<file path="src/rtl/cword_pipe_pkg.sv">
// Shared types for the control-word pipeline: the decoder's control word,
// forwarding select encoding, the NOP word and the forward-select helper.
package cword_pipe_pkg;

    typedef enum logic [6:0] {
        op_lui   = 7'b0110111,
        op_auipc = 7'b0010111,
        op_jal   = 7'b1101111,
        op_jalr  = 7'b1100111,
        op_br    = 7'b1100011,
        op_load  = 7'b0000011,
        op_store = 7'b0100011,
        op_imm   = 7'b0010011,
        op_reg   = 7'b0110011,
        op_csr   = 7'b1110011
    } rv32i_opcode;

    typedef enum logic [2:0] {
        alu_add, alu_sll, alu_sra, alu_sub,
        alu_xor, alu_srl, alu_or,  alu_and
    } alu_ops;

    typedef struct packed {
        rv32i_opcode opcode;
        alu_ops      aluop;
        logic [4:0]  rd;
        logic        load_regfile;
        logic        mem_read;
        logic        mem_write;
        logic [3:0]  mem_wmask;
        logic        alumux1_sel;
        logic [2:0]  alumux2_sel;
        logic [3:0]  regfilemux_sel;
        logic        cmpmux_sel;
    } rv32i_control_word;

    typedef enum logic [1:0] {
        FWD_RF  = 2'd0,
        FWD_MEM = 2'd1,
        FWD_WB  = 2'd2
    } pipe_fwd_sel_t;

    // addi x0, x0, 0 with every side effect disabled
    localparam rv32i_control_word CWORD_NOP = '{
        opcode:         op_imm,
        aluop:          alu_add,
        rd:             5'd0,
        load_regfile:   1'b0,
        mem_read:       1'b0,
        mem_write:      1'b0,
        mem_wmask:      4'h0,
        alumux1_sel:    1'b0,
        alumux2_sel:    3'd0,
        regfilemux_sel: 4'd0,
        cmpmux_sel:     1'b0
    };

    // MEM result wins over WB on the same rd; x0 and empty EX never forward.
    function automatic pipe_fwd_sel_t fwd_pick(
        input logic [4:0] src,
        input logic       ex_v,
        input logic       mem_ok,
        input logic [4:0] mem_rd,
        input logic       wb_ok,
        input logic [4:0] wb_rd
    );
        pipe_fwd_sel_t sel;
        sel = FWD_RF;
        if (ex_v && (src != 5'd0)) begin
            if (mem_ok && (mem_rd == src)) begin
                sel = FWD_MEM;
            end else if (wb_ok && (wb_rd == src)) begin
                sel = FWD_WB;
            end
        end
        return sel;
    endfunction

endpackage

</file>
<file path="src/rtl/cword_pipe_if.sv">
// ID-stage handoff bundle: decoder-side instruction plus the stall back to ID.
// master = decoder side, slave = cword_pipe side.
interface cword_pipe_if;
    import cword_pipe_pkg::*;

    rv32i_control_word id_cword;
    logic              id_valid;
    logic [4:0]        id_rs1;
    logic [4:0]        id_rs2;
    logic              id_use_rs1;
    logic              id_use_rs2;
    logic              id_stall;

    modport master (
        output id_cword, id_valid, id_rs1, id_rs2,
        output id_use_rs1, id_use_rs2,
        input  id_stall
    );

    modport slave (
        input  id_cword, id_valid, id_rs1, id_rs2,
        input  id_use_rs1, id_use_rs2,
        output id_stall
    );

endinterface

</file>
<file path="src/rtl/cword_stage_reg.sv">
// One pipeline stage register {cword, valid}. bubble_i beats load_i.
// Ports: clk, rst_n, load_i, bubble_i, cword_i, valid_i -> cword_o, valid_o.
module cword_stage_reg
    import cword_pipe_pkg::*;
(
    input  logic              clk,
    input  logic              rst_n,
    input  logic              load_i,
    input  logic              bubble_i,
    input  rv32i_control_word cword_i,
    input  logic              valid_i,
    output rv32i_control_word cword_o,
    output logic              valid_o
);

    rv32i_control_word cword_q, cword_d;
    logic              valid_q, valid_d;

    // Invalid words are stored as NOP so no stale rd leaks downstream.
    always_comb begin
        cword_d = cword_q;
        valid_d = valid_q;
        if (bubble_i) begin
            cword_d = CWORD_NOP;
            valid_d = 1'b0;
        end else if (load_i) begin
            cword_d = valid_i ? cword_i : CWORD_NOP;
            valid_d = valid_i;
        end
    end

    always_ff @(posedge clk or negedge rst_n) begin
        if (!rst_n) begin
            cword_q <= CWORD_NOP;
            valid_q <= 1'b0;
        end else begin
            cword_q <= cword_d;
            valid_q <= valid_d;
        end
    end

    assign cword_o = cword_q;
    assign valid_o = valid_q;

endmodule

</file>
<file path="src/rtl/cword_pipe.sv">
// EX/MEM/WB control-word pipe: load-use stall, EX forwarding selects,
// memory-stall freeze, branch flush and saturating stall/flush counters.
// Ports: clk, rst_n, id_if (slave), mem_stall, br_flush; stage words/valids,
// ex_rs1/2, fwd_a/b_sel, mem_read_q, mem_write_q, wb_load_regfile, counters.
module cword_pipe
    import cword_pipe_pkg::*;
#(
    parameter int CNT_W = 32
)
(
    input  logic              clk,
    input  logic              rst_n,
    cword_pipe_if.slave       id_if,
    input  logic              mem_stall,
    input  logic              br_flush,
    output rv32i_control_word ex_cword,
    output logic              ex_valid,
    output rv32i_control_word mem_cword,
    output logic              mem_valid,
    output rv32i_control_word wb_cword,
    output logic              wb_valid,
    output logic [4:0]        ex_rs1,
    output logic [4:0]        ex_rs2,
    output pipe_fwd_sel_t     fwd_a_sel,
    output pipe_fwd_sel_t     fwd_b_sel,
    output logic              mem_read_q,
    output logic              mem_write_q,
    output logic              wb_load_regfile,
    output logic [CNT_W-1:0]  stall_cnt,
    output logic [CNT_W-1:0]  flush_cnt
);

    logic             lu;
    logic             rs1_hit;
    logic             rs2_hit;
    logic             take_flush;
    logic             take_lu;
    logic             ex_bubble;
    logic             mem_fwd_ok;
    logic [4:0]       ex_rs1_q, ex_rs1_d;
    logic [4:0]       ex_rs2_q, ex_rs2_d;
    logic [CNT_W-1:0] stall_cnt_q, stall_cnt_d;
    logic [CNT_W-1:0] flush_cnt_q, flush_cnt_d;

    assign rs1_hit = id_if.id_use_rs1 & (id_if.id_rs1 == ex_cword.rd);
    assign rs2_hit = id_if.id_use_rs2 & (id_if.id_rs2 == ex_cword.rd);

    assign lu = ex_valid & ex_cword.mem_read & (ex_cword.rd != 5'd0)
              & id_if.id_valid & (rs1_hit | rs2_hit);

    // mem_stall > br_flush > load-use > advance
    assign take_flush = ~mem_stall & br_flush;
    assign take_lu    = ~mem_stall & ~br_flush & lu;
    assign ex_bubble  = take_flush | take_lu;

    assign id_if.id_stall = mem_stall | take_lu;

    cword_stage_reg u_ex (
        .clk      (clk),
        .rst_n    (rst_n),
        .load_i   (~mem_stall),
        .bubble_i (ex_bubble),
        .cword_i  (id_if.id_cword),
        .valid_i  (id_if.id_valid),
        .cword_o  (ex_cword),
        .valid_o  (ex_valid)
    );

    cword_stage_reg u_mem (
        .clk      (clk),
        .rst_n    (rst_n),
        .load_i   (~mem_stall),
        .bubble_i (1'b0),
        .cword_i  (ex_cword),
        .valid_i  (ex_valid),
        .cword_o  (mem_cword),
        .valid_o  (mem_valid)
    );

    // WB takes a bubble while MEM is frozen so each result retires once.
    cword_stage_reg u_wb (
        .clk      (clk),
        .rst_n    (rst_n),
        .load_i   (1'b1),
        .bubble_i (mem_stall),
        .cword_i  (mem_cword),
        .valid_i  (mem_valid),
        .cword_o  (wb_cword),
        .valid_o  (wb_valid)
    );

    always_comb begin
        ex_rs1_d    = ex_rs1_q;
        ex_rs2_d    = ex_rs2_q;
        stall_cnt_d = stall_cnt_q;
        flush_cnt_d = flush_cnt_q;
        if (!mem_stall) begin
            if (ex_bubble) begin
                ex_rs1_d = 5'd0;
                ex_rs2_d = 5'd0;
            end else begin
                ex_rs1_d = id_if.id_rs1;
                ex_rs2_d = id_if.id_rs2;
            end
        end
        if (take_lu && (stall_cnt_q != '1)) begin
            stall_cnt_d = stall_cnt_q + CNT_W'(1);
        end
        if (take_flush && (flush_cnt_q != '1)) begin
            flush_cnt_d = flush_cnt_q + CNT_W'(1);
        end
    end

    always_ff @(posedge clk or negedge rst_n) begin
        if (!rst_n) begin
            ex_rs1_q    <= 5'd0;
            ex_rs2_q    <= 5'd0;
            stall_cnt_q <= '0;
            flush_cnt_q <= '0;
        end else begin
            ex_rs1_q    <= ex_rs1_d;
            ex_rs2_q    <= ex_rs2_d;
            stall_cnt_q <= stall_cnt_d;
            flush_cnt_q <= flush_cnt_d;
        end
    end

    assign ex_rs1    = ex_rs1_q;
    assign ex_rs2    = ex_rs2_q;
    assign stall_cnt = stall_cnt_q;
    assign flush_cnt = flush_cnt_q;

    assign mem_read_q      = mem_valid & mem_cword.mem_read;
    assign mem_write_q     = mem_valid & mem_cword.mem_write;
    assign wb_load_regfile = wb_valid & wb_cword.load_regfile
                           & (wb_cword.rd != 5'd0);

    // A load sitting in MEM has no data yet; it falls through to WB/RF.
    assign mem_fwd_ok = mem_valid & mem_cword.load_regfile
                      & ~mem_cword.mem_read;

    assign fwd_a_sel = fwd_pick(ex_rs1_q, ex_valid, mem_fwd_ok,
                                mem_cword.rd, wb_load_regfile, wb_cword.rd);
    assign fwd_b_sel = fwd_pick(ex_rs2_q, ex_valid, mem_fwd_ok,
                                mem_cword.rd, wb_load_regfile, wb_cword.rd);

endmodule

</file>
<file path="src/flat_wrapper.sv">
// flat-port wrapper written by rule: the top's interface ports become plain ports
module cword_pipe_flat import cword_pipe_pkg::*;
#(
    parameter int CNT_W = 32
)
  (clk, rst_n, mem_stall, br_flush, ex_cword, ex_valid, mem_cword, mem_valid, wb_cword, wb_valid, ex_rs1, ex_rs2, fwd_a_sel, fwd_b_sel, mem_read_q, mem_write_q, wb_load_regfile, stall_cnt, flush_cnt, id_if_id_cword, id_if_id_valid, id_if_id_rs1, id_if_id_rs2, id_if_id_use_rs1, id_if_id_use_rs2, id_if_id_stall);
  cword_pipe_if id_if_i ();
  input  logic clk;
  input  logic rst_n;
  input  logic mem_stall;
  input  logic br_flush;
  output rv32i_control_word ex_cword;
  output logic ex_valid;
  output rv32i_control_word mem_cword;
  output logic mem_valid;
  output rv32i_control_word wb_cword;
  output logic wb_valid;
  output logic [4:0] ex_rs1;
  output logic [4:0] ex_rs2;
  output pipe_fwd_sel_t fwd_a_sel;
  output pipe_fwd_sel_t fwd_b_sel;
  output logic mem_read_q;
  output logic mem_write_q;
  output logic wb_load_regfile;
  output logic [CNT_W-1:0] stall_cnt;
  output logic [CNT_W-1:0] flush_cnt;
  input wire logic [$bits(id_if_i.id_cword)-1:0] id_if_id_cword;
  input wire logic [$bits(id_if_i.id_valid)-1:0] id_if_id_valid;
  input wire logic [$bits(id_if_i.id_rs1)-1:0] id_if_id_rs1;
  input wire logic [$bits(id_if_i.id_rs2)-1:0] id_if_id_rs2;
  input wire logic [$bits(id_if_i.id_use_rs1)-1:0] id_if_id_use_rs1;
  input wire logic [$bits(id_if_i.id_use_rs2)-1:0] id_if_id_use_rs2;
  output wire logic [$bits(id_if_i.id_stall)-1:0] id_if_id_stall;
  assign id_if_i.id_cword = id_if_id_cword;
  assign id_if_i.id_valid = id_if_id_valid;
  assign id_if_i.id_rs1 = id_if_id_rs1;
  assign id_if_i.id_rs2 = id_if_id_rs2;
  assign id_if_i.id_use_rs1 = id_if_id_use_rs1;
  assign id_if_i.id_use_rs2 = id_if_id_use_rs2;
  assign id_if_id_stall = id_if_i.id_stall;
  cword_pipe #(.CNT_W(CNT_W)) u_core (.clk(clk), .rst_n(rst_n), .id_if(id_if_i), .mem_stall(mem_stall), .br_flush(br_flush), .ex_cword(ex_cword), .ex_valid(ex_valid), .mem_cword(mem_cword), .mem_valid(mem_valid), .wb_cword(wb_cword), .wb_valid(wb_valid), .ex_rs1(ex_rs1), .ex_rs2(ex_rs2), .fwd_a_sel(fwd_a_sel), .fwd_b_sel(fwd_b_sel), .mem_read_q(mem_read_q), .mem_write_q(mem_write_q), .wb_load_regfile(wb_load_regfile), .stall_cnt(stall_cnt), .flush_cnt(flush_cnt));
endmodule
</file>
<file path="config.mk">
export PLATFORM = sky130hd
export DESIGN_NAME = cword_pipe_flat
export DESIGN_NICKNAME = d
export VERILOG_FILES = /design/src/rtl/cword_pipe_pkg.sv /design/src/rtl/cword_pipe_if.sv /design/src/rtl/cword_stage_reg.sv /design/src/rtl/cword_pipe.sv /design/src/flat_wrapper.sv
export SDC_FILE = /design/constraint.sdc
export NUM_CORES = 1
export LEC_CHECK = 0
export CAP_MARGIN = 0
export CELL_PAD_IN_SITES_DETAIL_PLACEMENT = 0
export CELL_PAD_IN_SITES_GLOBAL_PLACEMENT = 1
export CORE_MARGIN = 2
export CORE_UTILIZATION = 40
export DETAILED_ROUTE_END_ITERATION = 16
export HOLD_SLACK_MARGIN = 0.05
export PLACE_DENSITY_LB_ADDON = 0.1
export SLEW_MARGIN = 40
export SYNTH_ARGS = -nofsm -noshare
export SYNTH_HDL_FRONTEND = slang
export SYNTH_HIERARCHICAL = 1
export SYNTH_SLANG_ARGS = --single-unit
</file>
<file path="constraint.sdc">
create_clock -name clk -period 5.4 [get_ports clk]
set_input_delay 1.08 -clock clk [delete_from_list [all_inputs] [get_ports clk]]
set_output_delay 1.08 -clock clk [all_outputs]
set_load 0.1 [all_outputs]
</file>
==> results of run 1 <==
[routing by layer]
layer / GRT usage / wire (um) / up-vias
li1: - / - / 2828
met4: 0.07018 / 418 / 0
met2: 0.3313 / 10210 / 189
met1: 0.2974 / 9982 / 3099
met3: 0.04965 / 1301 / 28
met5: 0 / 0 / -
[tightest hold or removal path, stage by stage (launching register included)]
cell and delay, ns:
dfstp_2 0.38, inv_1 0.04, a31oi_1 0.06
[stage by stage]
stage	total power, mW	hold WS, ns	worst slack (ns)	setup TNS, ns
6_report	3.320	0.4848	1.359	0
5_1_grt	3.449	0.5107	1.287	0
4_1_cts	3.346	0.4865	1.372	0
3_5_place_dp	2.045	0.4801	1.378	0
3_3_place_gp	2.085	0.4764	1.450	0
2_1_floorplan	1.891	0.7000	-0.1828	-0.3656
[sequential cells by signal, summed over array words and instances, names as in the netlist]
name	cells
u_core/u_wb/valid_o	1
u_core/ex_rs2	5
u_core/u_mem/cword_o	31
u_core/u_wb/cword_o	31
u_core/stall_cnt	32
u_core/flush_cnt	32
u_core/u_mem/valid_o	1
u_core/u_ex/cword_o	31
u_core/u_ex/valid_o	1
u_core/ex_rs1	5
[power breakdown]
| group | internal (mW) | switching [mW] |
|---|---|---|
| clock | 0.713 | 0.581 |
| sequential | 1.32 | 0.0695 |
| combinational | 0.134 | 0.501 |
[worst max-delay path by stage]
stage / startpoint / end / slack [ns]
final: id_if_id_rs2[3] / id_if_id_stall / 1.36
after global routing: id_if_id_rs2[3] / id_if_id_stall / 1.29
after CTS: id_if_id_rs2[1] / id_if_id_stall / 1.37
after detailed placement: id_if_id_rs2[1] / id_if_id_stall / 1.38
after global placement: id_if_id_rs2[0] / id_if_id_stall / 1.45
after floorplan: u_core/u_wb/cword_o[17] / fwd_a_sel[1] / -0.18
[final cells by class]
class | count | area, um2 | area share
timing repair buffer | 231 | 1450 | 0.1457
multi-input combinational | 420 | 3216 | 0.3231
clock buffer | 17 | 425.4 | 0.04274
clock inverter | 15 | 201.4 | 0.02024
sequential | 170 | 4265 | 0.4285
tap | 265 | 331.6 | 0.03331
inverter | 17 | 63.81 | 0.006411
[cell families after synthesis]
family / after synthesis / share of synthesized area
AO/OA/AOI/OAI: 114 / 0.1492
XOR/XNOR: 89 / 0.09960
adder cells (fa/ha/maj): 2 / 0.003197
buffers and inverters: 52 / 0.04412
flip-flops: 170 / 0.5450
multiplexers: 5 / 0.006715
other: 2 / 0.0009596
AND/OR/NAND/NOR: 208 / 0.1512
[placed cells by master (no fill, tap or decap), types with 10 or more instances in the layout]
master / instances
a22o_1: 10
inv_1: 16
a31oi_1: 10
clkdlybuf4s50_1: 46
nand2_1: 42
a32o_2: 78
dfrtp_1: 161
xor2_1: 43
nand3_1: 27
xnor2_1: 46
clkbuf_16: 17
nand4_1: 21
buf_2: 177
nor3_1: 30
nor2_1: 38
==> metrics.txt, run 1 <==
maximum resistive drop on vdd=0.0002223 V; total number of vias=6144; Synth async-reset ratio=1.000; H-tree depth=4; number of global-route vias before repair=6082; initial antenna violation count=0; vias per inst=approximately 5.4; Setup-failing EPs final=0; number of synthesized flops with an enable pin=0; area post-placement=0.009288 mm2; placed cell count=1101; CTS clk-pin slew, worst paths=0.07 ns; Total GRT Usage=0.2139; Seq cells post-synth=170; DRC marker count from the first detailed-route iteration=258; first-pass GRT wire length=34.45 mm; mapped cell area=0.007826 mm2; area grow syn2layout=27.18%; Worst Hold Depth=2; Worst path slowest cell=clkdlybuf4s50_1; Post-CTS Hold Buffers=0; detailed placement HPWL=15.00 mm; Num CTS Buffers=17; standard-cell row count=51; Clock Path Buffers=2; pwr/cell area=between 300 and 400 mW/mm2; RR Startpoint=u_core/u_ex/cword_o[16]; # resized after CTS=0; crit path max fanout=15; Final Max Tran Viols=0; Final Util=0.5148; synth cell count leaders=dfrtp_1, a32o_2, xnor2_1; Tmin final=4.041 ns; Final Cycle Share=0.7484; Final Hold Fails=0; Setup Crit Path Kind=in -> out; Worst Setup End Kind=output port; worst-case headroom to the max-slew limit=0.4440; Routed Antenna Nets=0; WL per Instance=19.31 um; Stages on worst setup path=7; Avg Cell Area, Syn=between 10 and 15 um2; Slew @ Worst Pin=0.8322 ns; Yosys top cell area share=0.5148; critical-path cell list=clkdlybuf4s50_1, xnor2_1, nand4_1, o22ai_1, nand2b_2, nand2_1, buf_12; GRT overflow=0; # DRC=0; CP Data Arrival Time=2.96 ns; run status=completed; synth top area cells=dfrtp_1, a32o_2, xnor2_1, xor2_1, dfstp_2; Clock Latency Late Sink=roughly 0.43 ns; design area=0.009953 mm2; Die Ht=143.9 um; largest net degree at the start of global routing=96; CTS root buffer=clkbuf_16; MaxCap Viol Count=0; Antenna Cells=0; Peak Freq=247.4 MHz; IO Pins=226; Finished Layout Cells=1135; clock sink count=170; Crit path max-delay family=buffers and inverters; Synth Net Count=692; fraction of layout instances using a drive strength above 1=0.3713; WP data required=roughly 4.3 ns; DIE WIDTH=143.9 um; Mapped Cells=642; post-synthesis sequential area ratio=0.5450; Worst Path Buf+Inv=2; count leader, synth=dfrtp_1; Synth Warn #=6; r2r endpoint=u_core/u_ex/cword_o[2]; Port Buffer Count=~230; Post-CTS Setup Inserts=0; Initial Util=0.4048; drt first pass iters=4; P_leak=5.370 nW; Hold Path End=u_core/u_mem/cword_o[25]; die footprint=0.02070 mm2; Hold Crit Class=reg -> reg; worst-case reg-to-reg path depth=6; Routed WL=21.91 mm; RSZ-0062 raised after global routing=false; crit-path max cell delay=about 0.50 ns; routability cong.=0.8402; CTS tree=done; Synth area leader=dfrtp_1; dominant synthesized flop cell=dfrtp_1; Clock Skews=0.01173 ns; reg2reg setup slack=roughly 2.4 ns; startpoint types=input port; hold path start=u_core/u_ex/cword_o[25]; synth unique cells=52; nets=907; FILL cells=approximately 1700; Core Box Area=slightly below 0.02 mm2
Note: power is estimated with default switching activity, not from simulation.
==> run 2: changes to the inputs <==
--- a/config.mk
+++ b/config.mk
@@ -9,7 +9,7 @@
 export CELL_PAD_IN_SITES_DETAIL_PLACEMENT = 0
 export CELL_PAD_IN_SITES_GLOBAL_PLACEMENT = 1
 export CORE_MARGIN = 2
-export CORE_UTILIZATION = 40
+export CORE_UTILIZATION = 34
 export DETAILED_ROUTE_END_ITERATION = 16
 export HOLD_SLACK_MARGIN = 0.05
 export PLACE_DENSITY_LB_ADDON = 0.1
==> constraint.sdc (replaced) <==
create_clock -name clk -period 3.32 [get_ports clk]
set_input_delay 0.664 -clock clk [delete_from_list [all_inputs] [get_ports clk]]
set_output_delay 0.664 -clock clk [all_outputs]
set_load 0.1 [all_outputs]
==> run 2 against run 1 <==
Global-route usage shrank 2.5 points. Register-to-register slack lost 1.8 ns. Final area grew 5.0%. Core utilization shrank 5.3 points. Power grew 65%.
==> metrics.txt, run 2 (same netlist as run 1, synthesis figures left out) <==
Sw Share=0.3350 (was 0.3468); area grow syn2layout=33.56% (was 27.18%); final worst slack=0.3895 ns (was 1.359 ns); Place WS=0.2840 ns (was 1.378 ns); DIE WIDTH=155.7 um (was 143.9 um); Setup Crit Path Kind=reg -> out (was in -> out); WHS=0.1279 ns (was 0.4848 ns); fraction of layout instances using a drive strength above 1=0.3743 (was 0.3713); Setup-failing EPs final=0 (unchanged); MaxCap Viol Count=0 (unchanged); Worst Setup End Kind=output port (unchanged); P_leak=5.402 nW (was 5.370 nW); Final Util=0.4617 (was 0.5148); detailed placement HPWL=15.76 mm (was 15.00 mm); Combinational Power Share=0.198 (was 0.191); initial antenna violation count=2 (was 0); H-tree depth=4 (unchanged); standard-cell row count=55 (was 51); Final Max Tran Viols=0 (unchanged); Clock Skews=0.01535 ns (was 0.01173 ns); largest net degree at the start of global routing=76 (was 96); switching power=1.835 mW (was 1.151 mW); Internal=3.643 mW (was 2.169 mW); WP data required=2.66 ns (was 4.32 ns); Total GRT Usage=0.1885 (was 0.2139); startpoint types=flip-flop (was input port); first-pass GRT wire length=35.60 mm (was 34.45 mm); Post-CTS Setup Inserts=0 (unchanged); crit path max fanout=5 (was 15); Hold Crit Class=in -> async (was reg -> reg); drt first pass iters=4 (unchanged); Clock power frac=0.387 (was 0.390); # resized after CTS=0 (unchanged); Clock Path Buffers=2 (unchanged); total number of vias=6165 (was 6144); met1 Use GR=0.2569 (was 0.2974); Clock Latency Late Sink=0.43 ns (about the same); Num CTS Buffers=17 (unchanged); CTS clk-pin slew, worst paths=0.07 ns (about the same); CTS tree=done (unchanged); placed cell count=1124 (was 1101); nets=909 (was 907); Tmin final=2.931 ns; global routing usage on met2=0.2962 (was 0.3313); area post-placement=0.009812 mm2 (was 0.009288 mm2); Initial Util=0.3457 (was 0.4048); worst-case headroom to the max-slew limit=0.4553 (was 0.4440); vias per inst=5.328 (was 5.413); Final Hold Fails=0 (unchanged); grt met3 use=0.03861 (was 0.04965); Routed Antenna Nets=0 (unchanged); Post-CTS Hold Buffers=0 (unchanged); Die Ht=155.7 um (was 143.9 um); DRC marker count from the first detailed-route iteration=292 (was 258); Slew @ Worst Pin=0.8153 ns (was 0.8322 ns); setup_tns=0 ns (unchanged); routability cong.=0.8197 (was 0.8402); run status=completed (unchanged); pwr/cell area=524.0 mW/mm2 (was 333.6 mW/mm2); GRT overflow=0 (unchanged); die footprint=0.02425 mm2 (was 0.02070 mm2); Pwr Total=5.477 mW (was 3.320 mW); CTS root buffer=clkbuf_16 (unchanged); number of global-route vias before repair=6155 (was 6082); RSZ-0062 raised after global routing=false (unchanged); Routed WL=23.09 mm (was 21.91 mm); IO Pins=226 (unchanged); design area=0.01045 mm2 (was 0.009953 mm2); maximum resistive drop on vdd=0.0009490 V (was 0.0002223 V); Finished Layout Cells=1157 (was 1135); Seq pwr share=0.415 (was 0.419); Port Buffer Count=225 (unchanged); Peak Freq=~340 MHz; busiest grt layer=met2 (unchanged); most frequent cells in the layout=buf_4, dfrtp_1, a32o_2, clkdlybuf4s50_1, xnor2_1 (was buf_2, dfrtp_1, a32o_2, clkdlybuf4s50_1, xnor2_1); commonest non-fill, non-tap cell in the layout=buf_4 (was buf_2); Final Cycle Share=0.8827; WL per Instance=19.96 um (was 19.31 um); CP Data Arrival Time=2.27 ns (was 2.96 ns); # DRC=0 (unchanged); Core Box Area=0.02264 mm2 (was 0.01933 mm2); clock sink count=170 (unchanged)
==> run 2: changes by cell type in the layout (fill, tap and decap cells not counted), moves of 2 or more <==
cell / previous run / this run
nor4b_1: 3 / 1
buf_4: 4 / 182
clkinv_8: 2 / 0
nor4b_2: 0 / 2
buf_12: 1 / 4
buf_2: 177 / 0
inv_6: 4 / 7
inv_8: 5 / 1
==> run 2: metal layers <==
layer | wire length (um) | vias to the layer above
met5 | 0 | -
met4 | 586 | 0
met3 | 1244 | 33
met2 | 10840 | 217
met1 | 10410 | 3075
li1 | - | 2840
==> run 2: final timing paths <==
path | start | endpoint | slack, ns | depth (start not counted)
worst max register to register | u_core/u_ex/cword_o[16] | u_core/u_ex/cword_o[21] | 0.59 | 7
min in group clk | u_core/u_ex/cword_o[24] | u_core/u_mem/cword_o[24] | 0.49 | 2
worst min register to register | u_core/u_ex/cword_o[24] | u_core/u_mem/cword_o[24] | 0.49 | 2
worst max-delay path | u_core/u_wb/cword_o[17] | fwd_b_sel[1] | 0.39 | 4
max in group asynchronous | rst_n | u_core/stall_cnt[13] | 2.45 | 2
worst min-delay path | rst_n | u_core/u_wb/cword_o[7] | 0.13 | 1
==> run 2: final cells by class <==
cell class              instances  area (um2)
fillers                      2097       12190
flip-flops and latches        170        4265
multi-input cells             420        3228
repair buffers                233        1918
clock buffers                  18       439.2
well taps                     285       356.6
clock inverters                13       178.9
inverters                      17       63.81
diodes                          1       2.502
==> run 2: critical path, stage by stage (launching register included) <==
cell      delay (ns)
dfrtp_1         0.47
or4_1           0.55
o211ai_1        0.46
nor4b_2         0.12
buf_4           0.26
==> run 2: power groups by stage <==
stage / Clock [mW] / Combinational (mW) / Sequential, mW
after floorplan: 0 / 0.233 / 2.84
after global placement: 0 / 1.07 / 2.31
after detailed placement: 0 / 1.08 / 2.31
after CTS: 2.18 / 1.08 / 2.27
after global routing: 2.26 / 1.13 / 2.29
final: 2.12 / 1.08 / 2.27
